File: config.mk
export PLATFORM = sky130hd
export DESIGN_NAME = apb_master_flat
export DESIGN_NICKNAME = d
export VERILOG_FILES = /design/src/rtl/apb_master_if.sv /design/src/rtl/apb_master.sv /design/src/flat_wrapper.sv
export SDC_FILE = /design/constraint.sdc
export NUM_CORES = 1
export LEC_CHECK = 0
export BUFFER_PORTS_ARGS = -buffer_cell sky130_fd_sc_hd__buf_2
export CORE_UTILIZATION = 42
export DETAILED_ROUTE_END_ITERATION = 10
export GPL_TIMING_DRIVEN = 0
export PLACE_DENSITY = 0.72
export REMOVE_ABC_BUFFERS = 1
export SYNTH_ARGS = -nofsm -noshare
export SYNTH_HDL_FRONTEND = slang
export SYNTH_SLANG_ARGS = --single-unit
export TNS_END_PERCENT = 30
File: constraint.sdc
create_clock -name pclk -period 1.9 [get_ports pclk]
set_input_delay 0.285 -clock pclk [delete_from_list [all_inputs] [get_ports pclk]]
set_output_delay 0.285 -clock pclk [all_outputs]
set_load 0.03 [all_outputs]
File: src/rtl/apb_master_if.sv
// rtl/apb_master_if.sv - request/response channel and APB bus bundle for apb_master
// Purpose: groups the command channel, response channel and APB signals.
// Ports (modports):
//   master - view of apb_master: drives req_ready, rsp_*, psel/penable/pprot/pwrite/paddr/pstrb/pwdata
//   slave  - view of the controller and APB responder: the complementary directions
interface apb_master_if #(
    parameter int AWIDTH = 10,
    parameter int DSIZE  = 2
);
    localparam int DBYTES = 1 << DSIZE;
    localparam int DWIDTH = DBYTES * 8;

    logic              req_valid;
    logic              req_ready;
    logic              req_write;
    logic [AWIDTH-1:0] req_addr;
    logic [DWIDTH-1:0] req_wdata;
    logic [DBYTES-1:0] req_strb;
    logic [2:0]        req_prot;

    logic              rsp_valid;
    logic              rsp_ready;
    logic [DWIDTH-1:0] rsp_rdata;
    logic              rsp_err;
    logic              rsp_timeout;

    logic              psel;
    logic              penable;
    logic [2:0]        pprot;
    logic              pwrite;
    logic [AWIDTH-1:0] paddr;
    logic [DBYTES-1:0] pstrb;
    logic [DWIDTH-1:0] pwdata;
    logic [DWIDTH-1:0] prdata;
    logic              pready;
    logic              pslverr;

    modport master (
        input  req_valid, req_write, req_addr, req_wdata, req_strb, req_prot,
        input  rsp_ready, prdata, pready, pslverr,
        output req_ready, rsp_valid, rsp_rdata, rsp_err, rsp_timeout,
        output psel, penable, pprot, pwrite, paddr, pstrb, pwdata
    );

    modport slave (
        output req_valid, req_write, req_addr, req_wdata, req_strb, req_prot,
        output rsp_ready, prdata, pready, pslverr,
        input  req_ready, rsp_valid, rsp_rdata, rsp_err, rsp_timeout,
        input  psel, penable, pprot, pwrite, paddr, pstrb, pwdata
    );
endinterface

File: src/rtl/apb_master.sv
// rtl/apb_master.sv - APB4 requester driven by a valid/ready command channel
// Purpose: accepts one request, runs APB SETUP/ACCESS with wait states and an
// optional wait-state timeout, and returns read data and error status.
// Ports:
//   pclk    - clock
//   aresetn - asynchronous active-low reset
//   bus     - apb_master_if.master: req_* command channel, rsp_* response channel, APB bus
module apb_master #(
    parameter int AWIDTH  = 10,
    parameter int DSIZE   = 2,
    parameter int DBYTES  = 1 << DSIZE,
    parameter int DWIDTH  = DBYTES * 8,
    parameter int TIMEOUT = 16
) (
    input  logic         pclk,
    input  logic         aresetn,
    apb_master_if.master bus
);
    localparam int CW = ($clog2(TIMEOUT + 1) < 1) ? 1 : $clog2(TIMEOUT + 1);
    // Counter value seen on the last permitted wait cycle; reaching it with
    // pready still low aborts the transfer.
    localparam logic [CW-1:0] LAST_WAIT = (TIMEOUT == 0) ? '0 : CW'(TIMEOUT - 1);

    typedef enum logic [1:0] {IDLE, SETUP, ACCESS, RESP} state_t;

    state_t        state;
    logic [CW-1:0] wait_cnt;
    logic          accept;

    // In RESP the response handshake frees the slot, so a new request can be
    // taken in the same cycle.
    assign bus.req_ready = (state == IDLE) || ((state == RESP) && bus.rsp_ready);
    assign accept        = bus.req_valid && bus.req_ready;

    always_ff @(posedge pclk or negedge aresetn) begin
        if (!aresetn) begin
            state           <= IDLE;
            wait_cnt        <= '0;
            bus.psel        <= 1'b0;
            bus.penable     <= 1'b0;
            bus.pprot       <= 3'b000;
            bus.pwrite      <= 1'b0;
            bus.paddr       <= '0;
            bus.pstrb       <= '0;
            bus.pwdata      <= '0;
            bus.rsp_valid   <= 1'b0;
            bus.rsp_rdata   <= '0;
            bus.rsp_err     <= 1'b0;
            bus.rsp_timeout <= 1'b0;
        end else begin
            case (state)
                IDLE: ;
                SETUP: begin
                    bus.penable <= 1'b1;
                    wait_cnt    <= '0;
                    state       <= ACCESS;
                end
                ACCESS: begin
                    if (bus.pready) begin
                        bus.psel        <= 1'b0;
                        bus.penable     <= 1'b0;
                        bus.rsp_valid   <= 1'b1;
                        bus.rsp_rdata   <= bus.pwrite ? DWIDTH'(0) : bus.prdata;
                        bus.rsp_err     <= bus.pslverr;
                        bus.rsp_timeout <= 1'b0;
                        state           <= RESP;
                    end else begin
                        wait_cnt <= wait_cnt + 1'b1;
                        if ((TIMEOUT != 0) && (wait_cnt == LAST_WAIT)) begin
                            bus.psel        <= 1'b0;
                            bus.penable     <= 1'b0;
                            bus.rsp_valid   <= 1'b1;
                            bus.rsp_rdata   <= DWIDTH'(0);
                            bus.rsp_err     <= 1'b1;
                            bus.rsp_timeout <= 1'b1;
                            state           <= RESP;
                        end
                    end
                end
                RESP: begin
                    if (bus.rsp_ready) begin
                        bus.rsp_valid <= 1'b0;
                        state         <= IDLE;
                    end
                end
                default: state <= IDLE;
            endcase

            // Accept overrides the IDLE/RESP next-state choice above, giving
            // back-to-back RESP -> SETUP when a request is waiting.
            if (accept) begin
                bus.paddr   <= bus.req_addr[AWIDTH-1:0];
                bus.pwrite  <= bus.req_write;
                bus.pprot   <= bus.req_prot;
                bus.pwdata  <= bus.req_wdata;
                bus.pstrb   <= bus.req_write ? bus.req_strb : DBYTES'(0);
                bus.psel    <= 1'b1;
                bus.penable <= 1'b0;
                state       <= SETUP;
            end
        end
    end
endmodule

File: src/flat_wrapper.sv
// flat-port wrapper written by rule: the top's interface ports become plain ports
module apb_master_flat 
#(
    parameter int AWIDTH  = 10,
    parameter int DSIZE   = 2,
    parameter int DBYTES  = 1 << DSIZE,
    parameter int DWIDTH  = DBYTES * 8,
    parameter int TIMEOUT = 16
)
  (pclk, aresetn, bus_req_valid, bus_req_write, bus_req_addr, bus_req_wdata, bus_req_strb, bus_req_prot, bus_rsp_ready, bus_prdata, bus_pready, bus_pslverr, bus_req_ready, bus_rsp_valid, bus_rsp_rdata, bus_rsp_err, bus_rsp_timeout, bus_psel, bus_penable, bus_pprot, bus_pwrite, bus_paddr, bus_pstrb, bus_pwdata);
  apb_master_if #(.AWIDTH(AWIDTH), .DSIZE(DSIZE)) bus_i ();
  input  logic pclk;
  input  logic aresetn;
  input wire logic [$bits(bus_i.req_valid)-1:0] bus_req_valid;
  input wire logic [$bits(bus_i.req_write)-1:0] bus_req_write;
  input wire logic [$bits(bus_i.req_addr)-1:0] bus_req_addr;
  input wire logic [$bits(bus_i.req_wdata)-1:0] bus_req_wdata;
  input wire logic [$bits(bus_i.req_strb)-1:0] bus_req_strb;
  input wire logic [$bits(bus_i.req_prot)-1:0] bus_req_prot;
  input wire logic [$bits(bus_i.rsp_ready)-1:0] bus_rsp_ready;
  input wire logic [$bits(bus_i.prdata)-1:0] bus_prdata;
  input wire logic [$bits(bus_i.pready)-1:0] bus_pready;
  input wire logic [$bits(bus_i.pslverr)-1:0] bus_pslverr;
  output wire logic [$bits(bus_i.req_ready)-1:0] bus_req_ready;
  output wire logic [$bits(bus_i.rsp_valid)-1:0] bus_rsp_valid;
  output wire logic [$bits(bus_i.rsp_rdata)-1:0] bus_rsp_rdata;
  output wire logic [$bits(bus_i.rsp_err)-1:0] bus_rsp_err;
  output wire logic [$bits(bus_i.rsp_timeout)-1:0] bus_rsp_timeout;
  output wire logic [$bits(bus_i.psel)-1:0] bus_psel;
  output wire logic [$bits(bus_i.penable)-1:0] bus_penable;
  output wire logic [$bits(bus_i.pprot)-1:0] bus_pprot;
  output wire logic [$bits(bus_i.pwrite)-1:0] bus_pwrite;
  output wire logic [$bits(bus_i.paddr)-1:0] bus_paddr;
  output wire logic [$bits(bus_i.pstrb)-1:0] bus_pstrb;
  output wire logic [$bits(bus_i.pwdata)-1:0] bus_pwdata;
  assign bus_i.req_valid = bus_req_valid;
  assign bus_i.req_write = bus_req_write;
  assign bus_i.req_addr = bus_req_addr;
  assign bus_i.req_wdata = bus_req_wdata;
  assign bus_i.req_strb = bus_req_strb;
  assign bus_i.req_prot = bus_req_prot;
  assign bus_i.rsp_ready = bus_rsp_ready;
  assign bus_i.prdata = bus_prdata;
  assign bus_i.pready = bus_pready;
  assign bus_i.pslverr = bus_pslverr;
  assign bus_req_ready = bus_i.req_ready;
  assign bus_rsp_valid = bus_i.rsp_valid;
  assign bus_rsp_rdata = bus_i.rsp_rdata;
  assign bus_rsp_err = bus_i.rsp_err;
  assign bus_rsp_timeout = bus_i.rsp_timeout;
  assign bus_psel = bus_i.psel;
  assign bus_penable = bus_i.penable;
  assign bus_pprot = bus_i.pprot;
  assign bus_pwrite = bus_i.pwrite;
  assign bus_paddr = bus_i.paddr;
  assign bus_pstrb = bus_i.pstrb;
  assign bus_pwdata = bus_i.pwdata;
  apb_master #(.AWIDTH(AWIDTH), .DSIZE(DSIZE), .DBYTES(DBYTES), .DWIDTH(DWIDTH), .TIMEOUT(TIMEOUT)) u_core (.pclk(pclk), .aresetn(aresetn), .bus(bus_i));
endmodule
Yosys cells after proc, flatten, opt, wreduce, memory -nomap -nowiden

Index checks and enable logic that the tools add are counted.

Bits in registers: 94
Input bits: 88
Logic and storage cells: 63

Reduce and logical (&&, ||, !) cells: 17
Muxes and demuxes: 23
Equal/unequal tests: 9
$add $sub $neg: 1

Operators by type and width:

| operator                                                              | number |
|---|---|
| 32-bit two-way mux                                                    | 3 |
| 1-bit two-way mux                                                     | 10 |
| 5-bit case mux with 2 select lines                                    | 1 |
| 2-bit two-way mux                                                     | 4 |
| 2-bit AND reduction                                                   | 4 |
| 2-bit nonzero test                                                    | 4 |
| 3-bit by 2-bit != test with 1-bit output, second input constant       | 2 |
| 2-bit case mux with 3 select lines                                    | 1 |
| 3-bit AND reduction                                                   | 2 |
| 3-bit nonzero test                                                    | 2 |
| 5-bit by 1-bit adder with 5-bit output, second input constant         | 1 |
| 5-bit by 4-bit equality test with 1-bit output, second input constant | 1 |
| 5-bit two-way mux                                                     | 1 |
| 2-bit equality test, second input constant                            | 2 |
| 4-bit two-way mux                                                     | 1 |
| 2-bit != test, second input constant                                  | 2 |
| 4-bit by 2-bit != test with 1-bit output, second input constant       | 1 |
| 1-bit case mux with 2 select lines                                    | 2 |
| 4-bit nonzero test                                                    | 1 |
| 2-bit by 1-bit equality test with 1-bit output, second input constant | 1 |
| 1-bit logical AND                                                     | 2 |
| 2-bit logical NOT                                                     | 1 |
| 1-bit logical OR                                                      | 1 |

Longest topological paths before layout

Gate-level depths: netlist of run 1.

Depth after elaboration: 6
Mapped depth: 8
Gate-level depth less buffers: 6

Least setup slack after synthesis of run 1

No wires, ideal clock.

Path type: flip-flop to flip-flop
Start: reg u_core.wait_cnt[0]
End: reg u_core.state[0]
Path buffers: 0
Data arrival time: 1.692 ns
Setup slack: 0.082 ns
Cell stages (with the launch flop): 6
Cells stage by stage: dfrtp_1 ha_1 and3_1 ha_1 or3b_1 a311o_1

Longest elaborated chain between the ends: 3

RTL lines:

| element                                            | line             | text |
|---|---|---|
| start, declared                                    | apb_master.sv:27 | `logic [CW-1:0] wait_cnt;` |
| start signal, assigned                             | apb_master.sv:68 | `wait_cnt <= wait_cnt + 1'b1;` |
| 5-bit by 4-bit equality test with 1-bit output     | apb_master.sv:69 | `if ((TIMEOUT != 0) && (wait_cnt == LAST_WAIT)) begin` |
| 4-bit by 2-bit != test with 1-bit output (no line) | -                |  |
| 3-bit AND reduction (no line)                      | -                |  |
| end signal, assigned                               | apb_master.sv:66 | `state <= RESP;` |
| end signal, assigned                               | apb_master.sv:76 | `state <= RESP;` |
| end signal, assigned                               | apb_master.sv:83 | `state <= IDLE;` |
| end, declared                                      | apb_master.sv:26 | `state_t state;` |

No other way between the ends.
A chain may end at the register's enable or synchronous reset.

Worst setup path in the final report of run 1

Ends and elaborated chain as after synthesis.

==> results.txt, run 1 <==
* Outcome: complete, but fails checks
- The checks that failed: design-rule violations.
- Counting flops and latches in the post-synthesis netlist gives 94.
- Required @ worst endpoint: between 2 and 2.5 ns
- Average wire length per cell after detail routing: 15.0 microns
* Non-filler cells in the finished layout: ~620
* Synth-to-Final Area Change: 33.0%
- Sequential fraction of design power: 0.345
- The number of global-route vias before repair was 2,985.
* DIE HEIGHT: between 90 and 100 microns
- Number of remaining DRC errors: 18
- In this run the power density over the cells is roughly 1900 nW/um^2.
- YS warnings: 0
- Most common cell after layout, fill and taps aside: sky130_fd_sc_hd__buf_2
- Entering global routing, the biggest net connects 53 pins.
* Most frequent cells in the layout: 173 x sky130_fd_sc_hd__buf_2, 93 x sky130_fd_sc_hd__dfrtp_1, 75 x sky130_fd_sc_hd__nand2_1
- Using the TritonRoute via totals, the vias-per-cell ratio works out to between 4 and 5.
- For this design, the sink count on the clock tree is 94.
* Critical path data arrival time: 2.11 ns
- Total of buffers placed on input and output ports: 175
- The initial utilization of the core area, before any placement, comes to 0.439.
- Detail Route Antenna Nets: 0
* Pre-antenna DRT Iters: 7
- 0 antenna diodes ended up in the layout.
- Deepest clock path buffer count: 2
- The critical path in this run is classified as register to register.
* Number of vias after detailed routing: 3,017
- Clock tree synthesis selected as its root buffer the cell sky130_fd_sc_hd__clkbuf_8.
- Site Rows: 34
* Die Footprint: 9640 sq um
- Setup repair after global routing could not meet its margin everywhere.
* Global-route wire length before repair: between 10,000 and 15,000 microns
- Across the VDD grid, the largest voltage drop is 855 uV.
- Fraction of final layout cells with drive strength greater than 1: 0.513
- Type of element capturing the critical path: register
* TritonCTS clock tree: done
- Number of max-capacitance violations reported: 0
* GRT Overall Usage: 0.198
- At the end of the flow, the number of nets in the layout was 598.
* Drt initial violations: between 80 and 90
* # setup viols final: 0
- The H-tree was split into 3 levels.
- Including well taps, the total number of placed cells is 592.
- Per-instance average area after synthesis: 12.0 sq um
- Top-level I/O count: around 180
- The filler cells instantiated in the layout total ~730.
* Maximum fanout along the worst path: 7
* Class of the worst hold path: primary input to register
- At the pin with the least slew margin, the transition time is 0.706 ns.
- The number of slew-limit violations in the final report is 0.
- The share of total power dissipated in combinational logic is 0.518.
- The completed layout was analyzed and its total power is 9.76 mW.
- Min Clock Period, post-route: 1.88 ns
* Final HPWL DP: 6590 microns
- The share of total power dissipated in the clock network is 0.137.
- For this run, the register share of the synthesized area comes to 0.605.
* Register clock-pin slew on the reported worst setup and hold paths: roughly 0.09 ns
- The core region is 8850 sq um.
- Number of unique standard cell types used by synthesis: 27
* Endpoints failing hold: 0
- At the later pin of the worst-skew pair, clock insertion delay measures 0.36 ns.
* TNS Setup: 0 ns
- Critical Path Source Type: register
- Internal Power: 5.34 mW
- Net switching fraction of the power: 0.452
- Final period util: 0.990
* Slew margin rel.: 0.528
- Max Clock Freq: between 500 and 600 MHz
* Instance count of the mapped netlist: 323
- From left edge to right edge, the die measures between 90 and 100 microns.
* Initial antenna violation count: 0
* Clock buffers created by TritonCTS: 9
- For this design the static power due to leakage is between 2 and 3 nW.
* Overflow left after global routing: 0
- For this design the total switching power over the nets is around 4.4 mW.
* Global placement routability congestion: slightly below 0.8
- Mapped cell area: about 3900 sq um
- Routed wire length: 9250 microns
* Clock skew after layout: 0.0115 ns
- Post-Route Utilization: 0.584
## routing by layer
layer  global-route usage  wire length [microns]  up-vias  share of wire
met5                    0                      0        -              0
met4               0.0528                    113        0          0.012
met3               0.0501                    701       12          0.076
met2                0.352                   4680      122           0.51
met1                0.240                   3760     1433           0.41
li1                     -                      -     1450              -
## worst max-delay path, cell delays in order (launching register included)
cell	delay, ns
sky130_fd_sc_hd__dfrtp_1	0.42
sky130_fd_sc_hd__ha_2	0.21
sky130_fd_sc_hd__and3_1	0.21
sky130_fd_sc_hd__ha_4	0.20
sky130_fd_sc_hd__or3b_4	0.40
sky130_fd_sc_hd__a311o_1	0.32
## power groups by stage
stage | Clock (mW) | Combinational (mW) | Sequential (mW)
4_1_cts | 1.37 | 5.04 | 3.37
2_1_floorplan | 0 | 1.68 | 5.11
3_3_place_gp | 0 | 4.80 | 3.34
3_5_place_dp | 0 | 4.95 | 3.40
6_report | 1.33 | 5.06 | 3.37
5_1_grt | 1.46 | 5.39 | 3.49
## synthesized netlist by cell type
library cell / n / area [sq um]
sky130_fd_sc_hd__a21oi_1: 8 / 40.0
sky130_fd_sc_hd__a21oi_4: 1 / 16.3
sky130_fd_sc_hd__a22o_1: 2 / 17.5
sky130_fd_sc_hd__a311o_1: 1 / 10.0
sky130_fd_sc_hd__a311oi_1: 1 / 8.76
sky130_fd_sc_hd__a32o_1: 1 / 10.0
sky130_fd_sc_hd__and3_1: 1 / 6.26
sky130_fd_sc_hd__buf_2: 13 / 65.1
sky130_fd_sc_hd__buf_6: 3 / 33.8
sky130_fd_sc_hd__clkbuf_1: 2 / 7.51
sky130_fd_sc_hd__dfrtp_1: 94 / 2350
sky130_fd_sc_hd__ha_1: 8 / 100
sky130_fd_sc_hd__inv_1: 8 / 30.0
sky130_fd_sc_hd__mux2_2: 31 / 349
sky130_fd_sc_hd__mux2_4: 17 / 255
sky130_fd_sc_hd__mux2i_1: 1 / 10.0
sky130_fd_sc_hd__nand2_1: 75 / 282
sky130_fd_sc_hd__nand2b_1: 1 / 6.26
sky130_fd_sc_hd__nand4b_1: 1 / 8.76
sky130_fd_sc_hd__nor2_1: 3 / 11.3
sky130_fd_sc_hd__nor2_2: 1 / 6.26
sky130_fd_sc_hd__nor2b_1: 3 / 18.8
sky130_fd_sc_hd__o21ai_0: 41 / 205
sky130_fd_sc_hd__o21ai_1: 3 / 15.0
sky130_fd_sc_hd__o22ai_1: 1 / 6.26
sky130_fd_sc_hd__or3_1: 1 / 6.26
sky130_fd_sc_hd__or3b_1: 1 / 8.76
## registers in the layout (all words and copies together), names as in the netlist
register / count
u_core.bus.rsp_rdata: 32
u_core.bus.pwdata: 32
u_core.bus.paddr: 10
u_core.bus.pwrite: 1
u_core.bus.rsp_err: 1
u_core.bus.psel: 1
u_core.state: 2
u_core.bus.penable: 1
u_core.bus.pprot: 3
u_core.bus.rsp_valid: 1
u_core.bus.rsp_timeout: 1
u_core.bus.pstrb: 4
u_core.wait_cnt: 5
## metrics by stage
| stage | cell area [sq um] | setup slack (ns) | hold WS (ns) |
|---|---|---|---|
| CTS | 5140 | -0.0790 | 0.133 |
| detailed placement | 4890 | -0.320 | 0.365 |
| global route | 5170 | -0.0107 | 0.132 |
| floorplan | 3780 | -2.70 | -0.0106 |
| finish | 5170 | 0.0193 | 0.150 |
| global placement | 4790 | -4.48 | 0.459 |
## what timing repair did
action,in CTS,in global routing
setup endpoints to repair,83,14
cloned,2,0
hold buffers,1,0
resized for setup,7,4
buffers inserted,2,2
pin swaps,3,0
endpoints found under the hold margin,51,0
## final cells by class
class | instances | area (sq um) | share of cell area
multi-input combinational | 205 | 1460 | 0.282
clock inverter | 6 | 68.8 | 0.0133
timing repair buffer | 184 | 996 | 0.193
clock buffer | 10 | 128 | 0.0247
tap | 108 | 135 | 0.0261
sequential | 94 | 2350 | 0.455
inverter | 8 | 30.0 | 0.00581
## cell families (layout without fill, tap and decap cells)
logic type                 after synthesis  count (layout)  share of synthesized area
AOI/OAI and AO/OA                       59              60                     0.0847
adders and majority gates                8               8                     0.0258
buffers and inverters                   26             208                     0.0351
DFF                                     94              94                      0.605
muxes                                   49              49                      0.158
and+or+nand+nor                         87              88                     0.0911
## path summary, 6_finish.rpt
check                                              start                       end  slack [ns]  depth (start not counted)
min in group asynchronous                        aresetn     u_core.bus.pwdata[23]        0.51                          2
worst max register to register        u_core.wait_cnt[0]           u_core.state[0]        0.02                          5
worst min-delay path                       bus_prdata[3]   u_core.bus.rsp_rdata[3]        0.15                          3
worst max-delay path                  u_core.wait_cnt[0]           u_core.state[0]        0.02                          5
max in group asynchronous                        aresetn           u_core.state[1]        0.70                          3
worst min register to register  u_core.bus.rsp_rdata[28]  u_core.bus.rsp_rdata[28]        0.48                          2
No activity file was read; power rests on OpenSTA's default activity.
==> run 2, diff against run 1 <==
--- a/config.mk
+++ b/config.mk
@@ -11,6 +11,7 @@
 export GPL_TIMING_DRIVEN = 0
 export PLACE_DENSITY = 0.72
 export REMOVE_ABC_BUFFERS = 1
+export SETUP_SLACK_MARGIN = 0.1
 export SYNTH_ARGS = -nofsm -noshare
 export SYNTH_HDL_FRONTEND = slang
 export SYNTH_SLANG_ARGS = --single-unit
==> run 2 against run 1 <==
Against the previous run: the flow still finishes with violations (design-rule violations); utilization grew 0.16 points; cell count grew 0.16%; total power grew 0.28%; sequential power is essentially flat; global-route usage is essentially flat; die area is the same; non-clock buffer count grew 1; setup slack lost 0.0015 ns; design area grew 0.27%; first-iteration DRC count grew 17%; largest cell class unchanged.
==> results.txt, run 2 (synthesized netlist as in run 1, its figures left out) <==
- Violated checks: design-rule violations (unchanged).
- Start point of the worst hold path: bus_prdata[3] (unchanged)
- The wire length after detailed routing was 9270 microns (was 9250 microns).
- Via count of the first global-routing pass: 2,980 (was 2,985)
- The critical path launch point is u_core.wait_cnt[0] (unchanged).
- Design Power: 9.79 mW (was 9.76 mW)
- The instance area after placement came to 4890 sq um (unchanged).
- Outcome: complete, but fails checks (unchanged)
- The worst hold path class is primary input to register (unchanged).
* Synth-to-Final Area Change: 33.4% (was 33.0%)
- The share of power burned in combinational logic is 0.520 (was 0.518).
- Number of sinks on the clock net: 94 (unchanged)
* Die Footprint: 9640 sq um (unchanged)
- The type of element capturing the critical path was a register (unchanged).
- The first-iteration detailed-routing DRC count is 98 (was 84).
- Maximum number of pins on one net before global-route repair: 53 (unchanged)
* Register clock-pin slew on the reported worst setup and hold paths: 0.09 ns (about the same)
- The worst clock skew came to 0.0113 ns (was 0.0115 ns).
- Non-filler cells in the finished layout: 616 (was 615)
- Actual transition at the worst max-transition pin: 0.706 ns (about the same)
- Critical path data arrival time: 2.11 ns (about the same)
* Endpoints failing hold: 0 (unchanged)
* Global-route wire length before repair: 14,900 microns (about the same)
- Deepest clock path buffer count: 2 (unchanged)
- Worst hold path depth: 3 (unchanged)
* Largest registers in the final layout: u_core.bus.pwdata (32), u_core.bus.rsp_rdata (32), u_core.bus.paddr (10) (unchanged)
* Cell count after placement: 592 (unchanged)
- Die Width: 98.2 microns (unchanged)
- Max-slew violation count: 0 (unchanged)
- Sequential fraction of design power: 0.344 (was 0.345)
- Most common cell after layout, fill and taps aside: sky130_fd_sc_hd__buf_2 (unchanged)
- Vias per Instance: 4.91 (about the same)
- Required @ worst endpoint: 2.13 ns (about the same)
- The endpoint of the worst-slack reg-to-reg timing path is u_core.state[0] (unchanged).
- Most frequent cells in the layout: 173 x sky130_fd_sc_hd__buf_2, 93 x sky130_fd_sc_hd__dfrtp_1, 75 x sky130_fd_sc_hd__nand2_1 (unchanged).
- Number of vias after detailed routing: 3,026 (was 3,017)
- The terminating pin of the worst hold path is u_core.bus.rsp_rdata[3] (unchanged).
- Number of remaining DRC errors: 18 (unchanged)
* Slew margin rel.: 0.528 (about the same)
* Net switching power of the design: 4.42 mW (was 4.41 mW)
- The number of buffers inserted during clock tree synthesis is 9 (unchanged).
- The number of I/O port buffers is 175 (unchanged).
* Pre-CTS setup slack: -0.320 ns (unchanged)
- P per Cell Area: 1890 nW/um^2 (about the same)
- The clock latency of the later-clocked register in the worst-skew pair came to 0.35 ns (was 0.36 ns).
- Overflow left after global routing: 0 (unchanged)
* TritonCTS clock tree: done (unchanged)
- Top-level I/O count: 176 (unchanged)
* Worst flop-to-flop path startpoint: u_core.wait_cnt[0] (unchanged)
* Detail Route Antenna Nets: 0 (unchanged)
- Pre-antenna DRT Iters: 7 (unchanged)
- The share of the clock period used by the worst path after layout came to 0.991 (was 0.990).
- Fraction of final layout cells with drive strength greater than 1: 0.516 (was 0.513)
- Net count, final: 599 (was 598)
* Starting utilization of the core area: 0.439 (unchanged)
- Min Clock Period, post-route: 1.88 ns (about the same)
* Setup repair after global routing missed its margin: yes (unchanged)
* Average wire length per cell after detail routing: 15.0 microns (about the same)
- Core footprint: 8850 sq um (unchanged)
- The switching share of power came to 0.452 (about the same).
- The critical-path maximum fanout was 7 (unchanged).
- The HPWL after detailed placement came to 6590 microns (unchanged).
- The number of failing setup endpoints in the final timing report is 0 (unchanged).
* Maximum ir drop on the vdd rail: 855 uV (about the same)
- The count of antenna diodes in the layout was 0 (unchanged).
* Site Rows: 34 (unchanged)
* H-tree level count: 3 (unchanged)
- The maximum clock rate is 531 MHz (was 532 MHz).
- The smallest setup slack after layout came to 0.0179 ns (was 0.0193 ns).
- DIE HEIGHT: 98.2 microns (unchanged)
- Final design area excluding fillers: 5180 sq um (was 5170 sq um)
* Crit path kind: register to register (unchanged)
* Register-to-register setup slack: 0.02 ns (about the same)
- The worst reg-to-reg path cell count was 5 (unchanged).
- Clock share of power: 0.136 (was 0.137)
- Internal Power: 5.37 mW (was 5.34 mW)
* GRT Overall Usage: 0.198 (about the same)
- The weighted congestion at the end of routability-driven global placement came to 0.770 (unchanged).
- Root buffer cell: sky130_fd_sc_hd__clkbuf_8 (unchanged)
* Critical Path Source Type: register (unchanged)
- Number of max-capacitance violations reported: 0 (unchanged)
* Leakage: 2.63 nW (about the same)
* Initial antenna violation count: 0 (unchanged)
run 2: cell count changes in the layout (fill, tap and decap cells not counted), sizes merged:
cell | previous run | this run
buf | 183 | 184
run 2: what timing repair did:
action | CTS | global route
buffers inserted | 2 | 3
hold buffers | 1 | 0
resized for setup | 12 | 1
pin swaps | 3 | 0
gates cloned | 2 | 0
setup endpoints to repair | 84 | 31
hold endpoints to repair | 51 | 0
run 2: metal layers:
layer  wire length, microns  track usage  vias to the layer above
met5                      0            0                        -
met4                    113       0.0528                        0
met3                    701       0.0501                       12
met2                   4690        0.351                      122
met1                   3770        0.240                     1439
li1                       -            -                     1453
run 2: cell type report:
class	count	area, sq um
timing repair buffer	185	1010
sequential	94	2350
clock buffer	10	128
fill	725	3660
multi-input combinational	205	1460
clock inverter	6	68.8
tap	108	135
inverter	8	30.0
run 2: how the worst max path moves through the flow:
stage                                     to  cells after the start
global placement    u_core.bus.rsp_rdata[31]                      5
finish                       u_core.state[0]                      5
CTS                          u_core.state[0]                      5
detailed placement       u_core.bus.paddr[3]                      5
floorplan            u_core.bus.rsp_rdata[0]                      5
global route                 u_core.state[0]                      5
run 2: worst max-delay path, cell delays in order (launching register included):
cell,delay [ns]
sky130_fd_sc_hd__dfrtp_1,0.42
sky130_fd_sc_hd__ha_2,0.21
sky130_fd_sc_hd__and3_1,0.21
sky130_fd_sc_hd__ha_4,0.20
sky130_fd_sc_hd__or3b_4,0.40
sky130_fd_sc_hd__a311o_1,0.32
run 2: power groups by stage:
stage               clock network [mW]  logic [mW]  registers (mW)
global route                      1.46        5.42            3.49
finish                            1.33        5.08            3.37
detailed placement                   0        4.95            3.40
floorplan                            0        1.68            5.11
global placement                     0        4.80            3.34
CTS                               1.37        5.06            3.37
run 2: stage by stage:
step | hold WS, ns | setup TNS (ns) | util
floorplan | -0.0106 | -131.17 | -
global placement | 0.459 | -245.66 | 0.541
detailed placement | 0.365 | -14.53 | 0.552
CTS | 0.133 | -0.0207 | 0.583
global route | 0.132 | -0.00462 | 0.586
finish | 0.150 | 0 | 0.586
